`config.mk`:
```
export PLATFORM = sky130hd
export DESIGN_NAME = magnetron_ctrl
export DESIGN_NICKNAME = d
export VERILOG_FILES = /design/src/rtl/magnetron_ctrl.sv
export SDC_FILE = /design/constraint.sdc
export NUM_CORES = 1
export LEC_CHECK = 0
export CORE_AREA = 2 2 39 41
export DETAILED_ROUTE_END_ITERATION = 12
export DIE_AREA = 0 0 41 43
export GPL_TIMING_DRIVEN = 0
export PLACE_DENSITY_LB_ADDON = 0.08
export RECOVER_POWER = 100
export SLEW_MARGIN = 20
export SYNTH_ARGS = -nofsm -noshare
export SYNTH_HDL_FRONTEND = slang
export SYNTH_SLANG_ARGS = --single-unit
```
`constraint.sdc`:
```
create_clock -name clk -period 2.65 [get_ports clk]
set_input_delay 0.53 -clock clk [delete_from_list [all_inputs] [get_ports clk]]
set_output_delay 0.53 -clock clk [all_outputs]
set_load 0.01 [all_outputs]
```
`src/rtl/magnetron_ctrl.sv`:
```
// magnetron_ctrl: cook-cycle controller gating the magnetron drive.
// The Enabler output comes straight from a flop, so no key or interlock input
// can turn the magnetron on without first passing through the registered FSM.
// Optional build macro: MAGNETRON_SYNC_EN. When it is defined, every input
// passes through a SYNC_STAGES-deep synchronizer before it reaches the FSM.
module magnetron_ctrl #(
  parameter int SYNC_STAGES = 2
) (
  input  logic       clk,
  input  logic       rst,
  input  logic       start,
  input  logic       stop,
  input  logic       clear,
  input  logic       door_closed,
  input  logic       timer_done,
  output logic       Enabler,
  output logic [1:0] state,
  output logic       done,
  output logic       door_fault
);

  localparam logic [1:0] ST_IDLE  = 2'b00;
  localparam logic [1:0] ST_COOK  = 2'b01;
  localparam logic [1:0] ST_PAUSE = 2'b10;
  localparam logic [1:0] ST_DONE  = 2'b11;

  // An out-of-range synchronizer depth is a bad build; hold the FSM in IDLE so
  // the magnetron can never be enabled in that case.
  localparam logic CFG_OK = (SYNC_STAGES >= 2) && (SYNC_STAGES <= 4);

  // Inputs as seen by the FSM, packed {start, stop, clear, door_closed, timer_done}
  logic [4:0] raw_vec;
  logic [4:0] in_vec;
  logic       s_start;
  logic       s_stop;
  logic       s_clear;
  logic       s_door;
  logic       s_timer;

  assign raw_vec = {start, stop, clear, door_closed, timer_done};

`ifdef MAGNETRON_SYNC_EN
  // Clamp so the shift registers stay well-formed even for a bad parameter;
  // CFG_OK keeps the FSM idle in that case anyway.
  localparam int DEPTH = (SYNC_STAGES < 2) ? 2 : ((SYNC_STAGES > 4) ? 4 : SYNC_STAGES);
  // Reset to the inactive levels: keys released, door open, timer not done.
  localparam logic [4:0] SYNC_RST = 5'b11100;

  genvar gi;
  for (gi = 0; gi < 5; gi++) begin : g_sync
    logic [DEPTH-1:0] sh_reg;

    // Shift one input through its synchronizer chain
    always_ff @(posedge clk) begin
      if (rst) begin
        sh_reg <= {DEPTH{SYNC_RST[gi]}};
      end else begin
        sh_reg <= {sh_reg[DEPTH-2:0], raw_vec[gi]};
      end
    end

    assign in_vec[gi] = sh_reg[DEPTH-1];
  end
`else
  assign in_vec = raw_vec;
`endif

  assign {s_start, s_stop, s_clear, s_door, s_timer} = in_vec;

  logic [1:0] state_reg;
  logic [1:0] state_next;
  logic       enabler_reg;
  logic       done_reg;
  logic       door_fault_reg;
  logic       fault_next;
  logic       start_ok;

  // A start request that may begin or resume cooking: start pressed, stop
  // released, door closed and the timer not already expired.
  assign start_ok = !s_start && s_stop && s_door && !s_timer;

  // Next-state decode; each branch follows the priority
  // clear > door open > stop > timer_done > start.
  always_comb begin
    state_next = state_reg;
    fault_next = 1'b0;
    case (state_reg)
      ST_IDLE: begin
        if (!s_clear) begin
          state_next = ST_IDLE;
        end else if (!s_door) begin
          fault_next = !s_start;
        end else if (start_ok) begin
          state_next = ST_COOK;
        end
      end
      ST_COOK: begin
        if (!s_clear) begin
          state_next = ST_IDLE;
        end else if (!s_door || !s_stop) begin
          state_next = ST_PAUSE;
        end else if (s_timer) begin
          state_next = ST_DONE;
        end
      end
      ST_PAUSE: begin
        if (!s_clear) begin
          state_next = ST_IDLE;
        end else if (!s_door) begin
          fault_next = !s_start;
        end else if (start_ok) begin
          state_next = ST_COOK;
        end
      end
      ST_DONE: begin
        // start is ignored here: the user must clear or open the door first
        if (!s_clear || !s_door) begin
          state_next = ST_IDLE;
        end
      end
      default: begin
        state_next = ST_IDLE;
      end
    endcase
    if (!CFG_OK) begin
      state_next = ST_IDLE;
      fault_next = 1'b0;
    end
  end

  // State and output registers; Enabler and done are decoded from the next
  // state so that they always equal the decode of the registered state.
  always_ff @(posedge clk) begin
    if (rst) begin
      state_reg      <= ST_IDLE;
      enabler_reg    <= 1'b0;
      done_reg       <= 1'b0;
      door_fault_reg <= 1'b0;
    end else begin
      state_reg      <= state_next;
      enabler_reg    <= (state_next == ST_COOK);
      done_reg       <= (state_next == ST_DONE);
      door_fault_reg <= fault_next;
    end
  end

  assign state      = state_reg;
  assign Enabler    = enabler_reg;
  assign done       = done_reg;
  assign door_fault = door_fault_reg;

endmodule

```
==> results by group, run 1 <==
Final layout
  • Final nets: 42
  • Area delta synth->final: 82.8%
  • Share of cells above drive strength 1: 11.8%
  • Ant. Diodes: 0
  • Final std cells w/o fill: 50
  • Fin area: 345 um2
  • Max reg flops: 2

Setup path
  • WS Path Type: flop to output port
  • R2R Path End: Enabler
  • Reg2Reg Depth: 3
  • CP Max Fanout: 7
  • Worst EP arrival: 1300 ps
  • Worst Path Required: 2120 ps
  • CP peak stage delay: 640 ps
  • Critical path capture point type: output port
  • Critical Path Source Type: flop
  • Reg2Reg Setup Slack: 1490 ps
  • CP delay by family, top: buffers and inverters
  • Crit path buf inv count: 1
  • CP max-delay cell: dlygate4sd3_1
  • Crit-path cells: dlygate4sd3_1
  • Reg2Reg Launch Point: state[0]

Timing
  • Final Hold Viols: 0
  • Final period util: 69.0%
  • Worst slew pin tran: 299 ps
  • Achievable Freq: 0.547 GHz
  • Final min period: 1830 ps
  • Layout Skew: 3.34 ps
  • Relative slew slack: 80.1%
  • Setup TNS Final: 0 ps
  • Max-slew violations: 0
  • Endpoints failing setup: 0
  • RSZ-0062 raised after global routing: no

Pwr
  • Static leakage power: 0.000151 uW
  • Pwr Density: 517 nW/um2
  • VDD IR max: 188 uV

Clock tree
  • Clock transition at the registers of the reported paths: 40 ps
  • CTS tree: yes
  • CTS buffer count: 3
  • Clock Tree Buf Depth: 2
  • # hold bufs at CTS: 0
  • CTS resizes: 0
  • Root Buffer: clkbuf_4
  • Clk_lat worst skew: 240 ps
  • Sink Count: 5
  • Setup bufs post-CTS: 0
  • H-tree Lvls: 1

GRT
  • Total gr overflow: 0
  • Gr usage total: 6.22%
  • Largest net degree at the start of global routing: 8
  • Global-route wire length before repair: 621 um
  • Initial antenna violation count: 0
  • Vias in the first global route: 159

Routing
  • Vias: 190
  • DR WL/cell: 9.78 um
  • Antenna-violating nets left: 0
  • DR DRC count: 0
  • Drt first pass iters: 4
  • Vias/cell: 3.80
  • First DRT Iteration DRCs: 6
  • Total Wirelength: 489 um

Floorplan
  • Starting density of the core: 13.7%
  • Die width: 41 um
  • Num rows: 14
  • Die area: 1760 um2
  • Io pins: 12
  • Die Span Y: 43 um
  • Core box area: 1380 um2

Yosys
  • Syn Inst Count: 19
  • Yosys Warn Count: 0
  • Area leader, netlist: dfxtp_1
  • Largest cells by area after synthesis: dfxtp_1 53%, nor2b_1 9.9%, nor2_1 6.0%, a311o_1 5.3%, o21ai_1 5.3%
  • Yosys reg bits: 5
  • Synth top area share: 53.0%
  • Cell Area, Synth: 189 um2
  • Mapped Avg Cell Area: 9.94 um2
  • Post-synth cell types: 10
  • Post-synthesis sequential area ratio: 53.0%
  • Syn Nets: 26

Place
  • Cells after DPL: 46
  • Final Wtd Congestion: 0.594
  • DPL Wire Length: 368 um
  • Placed cell area: 319 um2
  • Port buffer count: 11

Hold path
  • Hold endpoint: door_fault
  • Hold_sp: state[0]
  • Hold depth: 1
  • HP Class: flop to flop

Outcome
  • Outcome: complete, no violations

Job
  • Max-Cap Viols: 0
layer usage:
layer,wire length (um),vias up,GRT usage (%),share of wire (%)
li1,-,97,-,-
met1,183,86,5.47,37
met2,253,7,7.50,52
met3,53,0,7.85,11
met4,0,0,4.00,0
met5,0,-,0,0
placed cells by master (no fill, tap or decap):
master / n
dlygate4sd3_1: 7
dfxtp_1: 5
clkdlybuf4s50_1: 4
nor2b_1: 3
nor2_1: 3
clkbuf_4: 3
o21ai_1: 2
and3b_1: 1
a311o_1: 1
a21o_2: 1
o2111ai_1: 1
nor4b_1: 1
inv_1: 1
clkbuf_1: 1
Yosys cell counts:
master	instances
nor2b_1	3
and3b_1	1
inv_1	1
dfxtp_1	5
nor2_1	3
nor4b_1	1
a21o_2	1
o21ai_1	2
o2111ai_1	1
a311o_1	1
power breakdown:
| group | internal, uW | leakage (uW) | total, uW | switching (uW) |
|---|---|---|---|---|
| clock | 56.8 | 0.0000150 | 86.3 | 29.5 |
| combinational | 10.6 | 0.0000960 | 15.5 | 4.94 |
| sequential | 76.3 | 0.0000404 | 76.8 | 0.432 |
| total | 144 | 0.000151 | 179 | 34.8 |
final cells by class:
class	count	area (um2)
Tap cell	16	20.0
Inverter	1	3.75
Clock buffer	4	26.3
Multi-Input combinational cell	13	85.1
Timing Repair Buffer	11	110
Fill cell	157	1040
Sequential cell	5	100
per-stage QoR:
| step | utilization [%] | setup WS [ps] | hold WS [ps] | total power [uW] |
|---|---|---|---|---|
| after detailed placement | 23.1 | 819 | 563 | 94.5 |
| final | 25.0 | 821 | 559 | 179 |
| after floorplan | - | 1400 | 555 | 82.0 |
| after CTS | 25.0 | 865 | 573 | 184 |
| after global routing | 25.0 | 769 | 596 | 192 |
| after global placement | 23.1 | 833 | 561 | 94.5 |
logic make-up after synthesis:
| kind of cell | count (synthesis) | share of synthesized area, % |
|---|---|---|
| AO/OA/AOI/OAI | 5 | 19.9 |
| buffers and inverters | 1 | 1.98 |
| flip-flops | 5 | 53.0 |
| AND/OR/NAND/NOR | 8 | 25.2 |
worst max-delay path by stage:
stage                startpoint        to  slack, ps  depth (start not counted)
CTS                    state[0]  state[0]        860                          1
global route           state[0]  state[0]        770                          1
detailed placement  door_closed   Enabler        820                          4
floorplan           door_closed   Enabler       1400                          3
finish                 state[0]  state[0]        820                          1
global placement    door_closed   Enabler        830                          4
No activity file was read; power rests on OpenSTA's default activity.
==> run 2, diff against run 1 <==
==> constraint.sdc (replaced) <==
create_clock -name clk -period 1.8 [get_ports clk]
set_input_delay 0.36 -clock clk [delete_from_list [all_inputs] [get_ports clk]]
set_output_delay 0.36 -clock clk [all_outputs]
set_load 0.01 [all_outputs]
==> results of run 2 <==
The final DEF is identical to that of run 1. Status: complete, no violations.
Main changes from that run: setup slack after placement 819 ps -> 139 ps; setup slack after layout 821 ps -> 141 ps; register-to-register setup slack 1490 ps -> 640 ps; total power 179 uW -> 263 uW; worst IR drop on VDD 188 uV -> 277 uV
